<file path="src/rtl/jk_mod_down_counter.sv">
// -----------------------------------------------------------------------------
// jk_mod_down_counter
//
// Purpose:
//   Synchronous modulo-MOD down counter built from one JK flip-flop per state
//   bit. A combinational next-state function picks the target count, and each
//   bit's J/K pair is then derived from that target. Supports a synchronous
//   load with clamping to MOD-1, a count enable, and a combinational
//   terminal-count strobe.
//
// Optional feature (macro JK_DOWN_COUNTER_UPDN_EN):
//   When defined, an up_dn input is added after en. up_dn=1 counts up
//   (0..MOD-1, then wraps to 0), and tc flags q==MOD-1 while en is high.
//   up_dn=0 is identical to the base down counter.
//
// Parameters:
//   WIDTH sets the state and port width in bits; the count modulus is legal
//   from 2 up to 2**WIDTH.
//
// Ports:
//   clk      in   rising-edge clock
//   reset_n  in   asynchronous active-low reset; forces q to MOD-1
//   en       in   count enable
//   up_dn    in   count direction, 1 = up (only with JK_DOWN_COUNTER_UPDN_EN)
//   load     in   synchronous load strobe; takes priority over en
//   load_val in   value to load; values >= MOD load MOD-1
//   q        out  current count
//   tc       out  terminal count (q at end of range and en), combinational
//   zero     out  q == 0, combinational
// -----------------------------------------------------------------------------

// JK flip-flop cell with async active-low reset to a per-instance value.
// Cell encoding for {j,k}: 00 hold, 01 clear, 10 set, 11 toggle.
module jk_down_ff_cell #(
  parameter logic RST_VAL = 1'b0
) (
  input  logic clk_i,
  input  logic rst_ni,
  input  logic j_i,
  input  logic k_i,
  output logic q_o
);

  logic q_q;

  // JK storage element; reset acts as clear or preset depending on RST_VAL
  always_ff @(posedge clk_i or negedge rst_ni) begin
    if (!rst_ni) begin
      q_q <= RST_VAL;
    end else begin
      case ({j_i, k_i})
        2'b00:   q_q <= q_q;
        2'b01:   q_q <= 1'b0;
        2'b10:   q_q <= 1'b1;
        2'b11:   q_q <= ~q_q;
        default: q_q <= q_q;
      endcase
    end
  end

  assign q_o = q_q;

endmodule

module jk_mod_down_counter #(
  parameter int WIDTH = 3,
  parameter int MOD   = 7
) (
  input  logic             clk,
  input  logic             reset_n,
  input  logic             en,
`ifdef JK_DOWN_COUNTER_UPDN_EN
  input  logic             up_dn,
`endif
  input  logic             load,
  input  logic [WIDTH-1:0] load_val,
  output logic [WIDTH-1:0] q,
  output logic             tc,
  output logic             zero
);

  localparam int               WIDTH_EXT = WIDTH + 1;
  localparam logic [WIDTH-1:0] MAX_VAL   = WIDTH'(MOD - 1);
  localparam logic [WIDTH:0]   MOD_EXT   = WIDTH_EXT'(MOD);

  // Reject moduli that cannot be represented or cannot count
  if ((MOD < 2) || (MOD > (2 ** WIDTH))) begin : g_bad_mod
    $error("jk_mod_down_counter: MOD=%0d outside 2..2**WIDTH (WIDTH=%0d)", MOD, WIDTH);
  end

  logic [WIDTH-1:0] cnt_q;
  logic [WIDTH-1:0] cnt_d;
  logic [WIDTH-1:0] j_s;
  logic [WIDTH-1:0] k_s;
  logic             up_mode_s;
  logic             illegal_s;
  logic             at_end_s;
  logic [WIDTH-1:0] load_clamped_s;

`ifdef JK_DOWN_COUNTER_UPDN_EN
  assign up_mode_s = up_dn;
`else
  assign up_mode_s = 1'b0;
`endif

  // Only reachable when MOD < 2**WIDTH (e.g. an upset flips a bit)
  assign illegal_s      = ({1'b0, cnt_q} >= MOD_EXT);
  assign load_clamped_s = (load_val > MAX_VAL) ? MAX_VAL : load_val;

  // Next-count selection: load, then illegal-state recovery, then count/hold
  always_comb begin
    cnt_d = cnt_q;
    if (load) begin
      cnt_d = load_clamped_s;
    end else if (illegal_s) begin
      cnt_d = up_mode_s ? {WIDTH{1'b0}} : MAX_VAL;
    end else if (en) begin
      if (up_mode_s) begin
        cnt_d = (cnt_q == MAX_VAL) ? {WIDTH{1'b0}} : (cnt_q + {{(WIDTH-1){1'b0}}, 1'b1});
      end else begin
        cnt_d = (cnt_q == {WIDTH{1'b0}}) ? MAX_VAL : (cnt_q - {{(WIDTH-1){1'b0}}, 1'b1});
      end
    end else begin
      cnt_d = cnt_q;
    end
  end

  // J/K drive: set bits that rise, clear bits that fall, hold the rest
  always_comb begin
    j_s = cnt_d & ~cnt_q;
    k_s = ~cnt_d & cnt_q;
  end

  for (genvar i = 0; i < WIDTH; i++) begin : g_bit
    jk_down_ff_cell #(
      .RST_VAL (MAX_VAL[i])
    ) u_cell (
      .clk_i  (clk),
      .rst_ni (reset_n),
      .j_i    (j_s[i]),
      .k_i    (k_s[i]),
      .q_o    (cnt_q[i])
    );
  end

  // End of range depends on direction: 0 when counting down, MOD-1 when up
  always_comb begin
    if (up_mode_s) begin
      at_end_s = (cnt_q == MAX_VAL);
    end else begin
      at_end_s = (cnt_q == {WIDTH{1'b0}});
    end
  end

  assign q    = cnt_q;
  assign tc   = at_end_s & en;
  assign zero = (cnt_q == {WIDTH{1'b0}});

endmodule

</file>
<file path="config.mk">
export PLATFORM = sky130hd
export DESIGN_NAME = jk_mod_down_counter
export DESIGN_NICKNAME = d
export VERILOG_FILES = /design/src/rtl/jk_mod_down_counter.sv
export SDC_FILE = /design/constraint.sdc
export NUM_CORES = 1
export LEC_CHECK = 0
export BUFFER_PORTS_ARGS = -buffer_cell sky130_fd_sc_hd__buf_2
export CAP_MARGIN = 15
export CELL_PAD_IN_SITES_DETAIL_PLACEMENT = 1
export CELL_PAD_IN_SITES_GLOBAL_PLACEMENT = 1
export CORE_AREA = 3 3 40 42
export CTS_CLUSTER_DIAMETER = 120
export DETAILED_ROUTE_END_ITERATION = 10
export DIE_AREA = 0 0 43 45
export HOLD_SLACK_MARGIN = 0.05
export PLACE_DENSITY = 0.56
export SYNTH_ARGS = -nofsm -noshare
export SYNTH_HDL_FRONTEND = slang
export SYNTH_SLANG_ARGS = --single-unit
export TNS_END_PERCENT = 5
</file>
<file path="constraint.sdc">
create_clock -name clk -period 2.4 [get_ports clk]
set_input_delay 0.12 -clock clk [delete_from_list [all_inputs] [get_ports clk]]
set_output_delay 0.12 -clock clk [all_outputs]
set_load 0.02 [all_outputs]
</file>
==> out/metrics.csv, run 1 <==
stage;metric;value;unit
floorplanning;total die area;1940;µm²
drt;Final ANT Viol Nets;0;
layout;max reg flops;3;
logic_synthesis;Post-Syn Nets;49;
global_route;largest net degree at the start of global routing;8;
clock_network;CTS tree;yes;
clock_network;Inserted Clock Buffers;3;
logic_synthesis;Netlist cell types;20;
clock_network;Worst-path clk slew;40;ps
drt;DRT Pass-1 Iters;1;
clock_network;worst skew pair latency;230;ps
power;Sw Ratio;0.431;
worst_setup_path;WP data arrival;2110;ps
floorplanning;core area;1280;µm²
drt;wire per inst;11.7;µm
job;max-cap violation count;0;
sta;Tcrit/Tclk final;0.813;
placement;Final Wtd Congestion;0.648;
logic_synthesis;syn avg cell area;9.38;µm²
sta;Setup Viol. Count Final;0;
power;power density cells;1250;nW/µm²
global_route;initial antenna violation count;0;
layout;area of the multi-input gates;226;µm²
clock_network;CTS Hold Bufs;1;
power;total power;532;µW
drt;DR vias;294;
power;NetSw;229;µW
global_route;vias in the first global route;322;
sta;f_max;512;MHz
drt;post-DR vias/cell;4.59;
worst_setup_path;critical path, cell by cell;inv_1, ha_1, o21a_1, o21ai_0, a21oi_1, ha_1, mux2_2;
layout;number of fill cells;159;
worst_setup_path;Worst setup SP type;flip-flop;
sta;fin. max-slew vios;0;
sta;actual slew at the worst max-slew pin;217;ps
worst_setup_path;critical path class;reg -> reg;
layout;share of post-route cells with drive strength above 1;0.429;
clock_network;CTS Sinks;3;
sta;Final WS setup;449;ps
worst_setup_path;most used cell along the critical path;ha_1;
run_status;status;finished, final reports clean;
power;Int Power;303;µW
sta;fin crit period;1950;ps
logic_synthesis;register area share after synthesis;0.230;
layout;post-route insts no fill;64;
global_route;first-pass GRT wire length;1300;µm
placement;Port Buf Inserts;11;
power;clock power share;0.170;
worst_setup_path;Worst setup EP type;flip-flop;
clock_network;Root Driver;clkbuf_4;
logic_synthesis;Synth Warn #;0;
logic_synthesis;Synth Register Bits;3;
clock_network;Resize count post-CTS;0;
power;Comb power frac;0.583;
clock_network;clk buf depth;2;
clock_network;Post-CTS Setup Bufs;0;
drt;Post-route DRC;0;
sta;clk_skew;0.693;ps
worst_setup_path;Crit path max-delay family;flip-flops;
power;Static Leak;0.000217;µW
floorplanning;Die Y;45;µm
floorplanning;die width;43;µm
sta;final hold violations;0;
worst_setup_path;Bufs and invs on worst path;1;
floorplanning;Initial Util;0.263;
global_route;gr ovfl total;0;
sta;Slew HR;0.856;
power;sequential power share;0.247;
drt;DRT iter0 DRCs;0;
layout;area grow syn2layout;25.9;%
clock_network;CTS HTree Levels;1;
logic_synthesis;synthesized area;338;µm²
power;VDD IR-drop max;0.475;mV
global_route;All-Layer GR Usage;0.0967;
floorplanning;I/O Pins;12;
sta;total negative slack;0;ps
worst_setup_path;critical path's slowest cell;dfstp_2;
min_path;worst min path class;in -> async;
layout;Reg area;77.6;µm²
worst_setup_path;Crit Path Max Fanout;6;
layout;Nets;63;
placement;number of placed instances, taps included;59;
floorplanning;Rows;13;
placement;DP HPWL;621;µm
sta;unrepaired setup endpoints after global routing;false;
logic_synthesis;gate count after technology mapping;36;
placement;pre-CTS setup slack;431;ps
worst_setup_path;Slowest Stage Delay on Critical Path;560;ps
layout;Ant. Diodes;0;
drt;Post-Route WL;746;µm
layout;Core Util, Final;0.331;
worst_setup_path;Worst Path Required;2560;ps
[cell usage after synthesis]
library cell  n  area, µm²
a21o_1        1       7.51
a21oi_1       2       10.0
a21oi_2       1       8.76
a32o_1        1       10.0
and2_1        1       6.26
buf_4         3       22.5
dfrtp_1       1       25.0
dfstp_2       2       52.6
ha_1          6       75.1
inv_1         3       11.3
mux2_2        3       33.8
nand2_1       2       7.51
nand2b_1      1       6.26
nand3_1       1       5.00
nor2b_1       2       12.5
nor2b_4       1       13.8
o21a_1        1       7.51
o21ai_0       2       10.0
o21ai_1       1       5.00
or2b_1        1       7.51
[through the flow]
| step | cell area, µm² | hold slack [ps] |
|---|---|---|
| finish | 425 | 206 |
| global route | 425 | 208 |
| CTS | 425 | 195 |
| detailed placement | 389 | -83.6 |
| global placement | 389 | -82.4 |
| floorplan | 338 | -176 |
[cell type report]
class                           instances  share of cell area
Multi-Input combinational cell         27               0.532
Sequential cell                         3               0.182
Timing Repair Buffer                   12               0.153
Clock buffer                            4              0.0618
Tap cell                               15              0.0441
Inverter                                3              0.0265
[per-layer routing]
metal / track usage / vias up / routed length [µm]
met2: 0.180 / 7 / 418
li1: - / 148 / -
met3: 0.0239 / 2 / 29
met5: 0 / - / 0
met1: 0.0847 / 137 / 283
met4: 0.0904 / 0 / 15
[power by group through the flow]
stage               clock network [µW]  logic (µW)  registers [µW]
floorplan                            0         267             121
global placement                     0         306             129
detailed placement                   0         318             135
CTS                               94.8         321             134
global route                       104         350             139
finish                            90.3         311             131
[cells by family (layout without fill, tap and decap cells)]
family	after synthesis	after routing	synth area share
simple gates	9	9	0.174
buf+inv	6	19	0.100
mux	3	3	0.100
fa+ha+maj	6	6	0.222
flops	3	3	0.230
compound gates	9	9	0.174
[layout by cell type, fill, tap and decap left out, types with 2 or more instances in the layout]
| cell | netlist | routed |
|---|---|---|
| ha_1 | 6 | 6 |
| inv_1 | 3 | 3 |
| nand2_1 | 2 | 2 |
| o21ai_0 | 2 | 2 |
| buf_2 | 0 | 11 |
| dfstp_2 | 2 | 2 |
| clkbuf_4 | 0 | 3 |
| nor2b_1 | 2 | 2 |
| a21oi_1 | 2 | 2 |
| mux2_2 | 3 | 3 |
[path summary, 6_finish.rpt]
check / startpoint / end / slack (ps) / cells after the start
worst min register to register: g_bit[1].u_cell.q_o / g_bit[1].u_cell.q_o / 660 / 1
worst min-delay path: reset_n / g_bit[0].u_cell.q_o / 210 / 2
worst max register to register: g_bit[1].u_cell.q_o / g_bit[2].u_cell.q_o / 450 / 7
min in group clk: load_val[0] / g_bit[0].u_cell.q_o / 430 / 4
worst max-delay path: g_bit[1].u_cell.q_o / g_bit[2].u_cell.q_o / 450 / 7
max in group asynchronous: reset_n / g_bit[1].u_cell.q_o / 2000 / 2
Note: power is estimated with default switching activity, not from simulation.
==> inputs of run 2 (changes only) <==
--- a/config.mk
+++ b/config.mk
@@ -5,6 +5,7 @@
 export SDC_FILE = /design/constraint.sdc
 export NUM_CORES = 1
 export LEC_CHECK = 0
+export ABC_AREA = 1
 export BUFFER_PORTS_ARGS = -buffer_cell sky130_fd_sc_hd__buf_2
 export CAP_MARGIN = 15
 export CELL_PAD_IN_SITES_DETAIL_PLACEMENT = 1
@@ -14,7 +15,7 @@
 export DETAILED_ROUTE_END_ITERATION = 10
 export DIE_AREA = 0 0 43 45
 export HOLD_SLACK_MARGIN = 0.05
-export PLACE_DENSITY = 0.56
+export PLACE_DENSITY = 0.61
 export SYNTH_ARGS = -nofsm -noshare
 export SYNTH_HDL_FRONTEND = slang
 export SYNTH_SLANG_ARGS = --single-unit
==> constraint.sdc (replaced) <==
create_clock -name clk -period 1.75 [get_ports clk]
set_input_delay 0.0875 -clock clk [delete_from_list [all_inputs] [get_ports clk]]
set_output_delay 0.0875 -clock clk [all_outputs]
set_load 0.02 [all_outputs]
==> out/metrics.csv, run 2 <==
stage;metric;value;unit
sta;clk_skew;2.33;ps
global_route;first-pass GRT wire length;1290;µm
global_route;largest net degree at the start of global routing;8;
job;max-cap violation count;0;
global_route;gr ovfl total;0;
logic_synthesis;Netlist cell types;13;
clock_network;Inserted Clock Buffers;3;
sta;unrepaired setup endpoints after global routing;true;
clock_network;Root Driver;clkbuf_4;
drt;Post-route DRC;0;
worst_setup_path;R2R depth;9;
logic_synthesis;gate count after technology mapping;47;
layout;area grow syn2layout;41.6;%
worst_setup_path;WP data arrival;1820;ps
global_route;vias in the first global route;329;
logic_synthesis;Primary FF master, synth;dfstp_2;
drt;DRT iter0 DRCs;1;
worst_setup_path;Worst setup EP type;flip-flop;
drt;DRT Pass-1 Iters;2;
logic_synthesis;synthesized area;334;µm²
worst_setup_path;Crit Path Max Fanout;4;
floorplanning;Die Y;45;µm
clock_network;CTS tree;yes;
logic_synthesis;area leader, netlist;ha_1;
logic_synthesis;synth cell count leaders;8 x nand2_1, 7 x nor2_1, 6 x ha_1, 6 x inv_1;
global_route;All-Layer GR Usage;0.0943;
layout;most frequent cells in the layout;11 x buf_2, 6 x nand2_1, 6 x nor2_1;
drt;DR vias;325;
floorplanning;total die area;1940;µm²
logic_synthesis;Post-synth EDFFs;0;
global_route;initial antenna violation count;0;
clock_network;Post-CTS Setup Bufs;0;
power;power density cells;1910;nW/µm²
logic_synthesis;Post-Syn Nets;60;
floorplanning;die width;43;µm
worst_setup_path;worst r2r src;g_bit[1].u_cell.q_o;
sta;Tcrit/Tclk final;0.947;
drt;Post-Route WL;758;µm
floorplanning;I/O Pins;12;
sta;f_max;603;MHz
placement;Final Wtd Congestion;0.666;
sta;fin crit period;1660;ps
layout;number of fill cells;170;
run_status;status;finished, final reports clean;
layout;Ant. Diodes;0;
logic_synthesis;most frequent cell after synthesis;nand2_1;
logic_synthesis;Area contributors post-synth;ha_1 22%, dfstp_2 16%, nand2_1 9.0%;
worst_setup_path;Worst setup SP type;flip-flop;
drt;wire per inst;9.84;µm
logic_synthesis;register area share after synthesis;0.232;
worst_setup_path;worst reg2reg setup slack;90;ps
logic_synthesis;Synth top area share;0.225;
layout;most common cell after layout, fill and taps aside;buf_2;
clock_network;Worst-path clk slew;40;ps
clock_network;CTS Sinks;3;
sta;final hold violations;0;
floorplanning;Rows;13;
sta;Slew HR;0.873;
placement;DP HPWL;617;µm
sta;Setup Viol. Count Final;0;
drt;post-DR vias/cell;4.22;
sta;actual slew at the worst max-slew pin;189;ps
layout;Core Util, Final;0.368;
worst_setup_path;critical path class;reg -> reg;
clock_network;clk buf depth;2;
min_path;worst min path class;in -> async;
logic_synthesis;Synth Warn #;0;
sta;fin. max-slew vios;0;
power;VDD IR-drop max;0.824;mV
sta;hold slack;198;ps
clock_network;CTS HTree Levels;1;
clock_network;worst skew pair latency;230;ps
logic_synthesis;syn avg cell area;7.11;µm²
logic_synthesis;Async S/R FF share, synth;1.00;
layout;max reg flops;3;
floorplanning;Initial Util;0.260;
worst_setup_path;Worst Path Required;1910;ps
worst_setup_path;Reg-to-Reg End;g_bit[1].u_cell.q_o;
floorplanning;core area;1280;µm²
layout;share of post-route cells with drive strength above 1;0.516;
logic_synthesis;Synth Register Bits;3;
placement;Port Buf Inserts;11;
layout;Nets;76;
drt;Final ANT Viol Nets;0;
power;Static Leak;0.000254;µW
## run 2: cell types whose count changed in the layout (fill, tap and decap cells not counted), moves of 2 or more
cell     delta
nor2_1      +6
nand2_2     +2
inv_2       +3
ha_1        -2
nand3_1     +3
nand2_1     +4
mux2_2      -3
nand3_2     +2
buf_4       +2
nor2b_1     -2
## run 2: stage by stage
step                      TNS, ps  cells  cell area (µm²)  total power [µW]  setup WS (ps)
after floorplan                 0     47              334               576            173
after global placement          0     72              400               680            106
after detailed placement        0     72              400               691           93.0
after CTS                       0     77              437               823           80.8
after global routing        -7.57     77              473              1020          -7.28
final                           0     77              473               901           92.7
## run 2: worst max-delay path by stage
stage / start / end / slack (ps) / cells after the start
2_1_floorplan: g_bit[1].u_cell.q_o / g_bit[1].u_cell.q_o / 170 / 7
3_3_place_gp: g_bit[1].u_cell.q_o / g_bit[1].u_cell.q_o / 110 / 8
3_5_place_dp: g_bit[1].u_cell.q_o / g_bit[1].u_cell.q_o / 90 / 8
4_1_cts: g_bit[1].u_cell.q_o / g_bit[0].u_cell.q_o / 80 / 10
5_1_grt: g_bit[1].u_cell.q_o / g_bit[0].u_cell.q_o / -7 / 10
6_report: g_bit[1].u_cell.q_o / g_bit[1].u_cell.q_o / 90 / 9
## run 2: final cells by class
cell class                      instances  area, µm²  share of cell area
Multi-Input combinational cell         34        241               0.511
Timing Repair Buffer                   14       80.1               0.169
Sequential cell                         3       77.6               0.164
Inverter                                7       28.8              0.0608
Clock buffer                            4       26.3              0.0556
Tap cell                               15       18.8              0.0397
## run 2: worst max-delay path, stage by stage (launching register included)
cell and delay, ps:
dfstp_2 540, buf_4 130, ha_1 130, nand2_1 60, nand3_2 90, inv_2 50, a21oi_2 140, ha_1 270
nor2_2 130, a21oi_2 40
## run 2: what timing repair did
item / in CTS / in global routing
hold endpoints to repair: 3 / 0
endpoints found under the setup margin: 0 / 3
hold buffers: 1 / 0
gates resized for setup: 0 / 13
## run 2: cells by family (layout without fill, tap and decap cells)
logic type / after synthesis / in the layout / synth area share
DFF: 3 / 3 / 0.232
AOI/OAI and AO/OA: 6 / 6 / 0.0899
buffers and inverters: 10 / 25 / 0.146
adders and majority gates: 6 / 6 / 0.225
and+or+nand+nor: 22 / 22 / 0.307
## run 2: per-layer routing
| layer | vias up | global-route usage | routed length, µm |
|---|---|---|---|
| met5 | - | 0 | 0 |
| met4 | 0 | 0.0904 | 0 |
| met3 | 0 | 0.0239 | 11 |
| met2 | 3 | 0.153 | 444 |
| met1 | 143 | 0.0995 | 301 |
| li1 | 179 | - | - |
## run 2: report_power, final
group	total, µW	switching [µW]	internal [µW]
Combinational	607	351	256
Clock	120	35.0	85.4
Sequential	174	44.2	129
Total	901	430	471
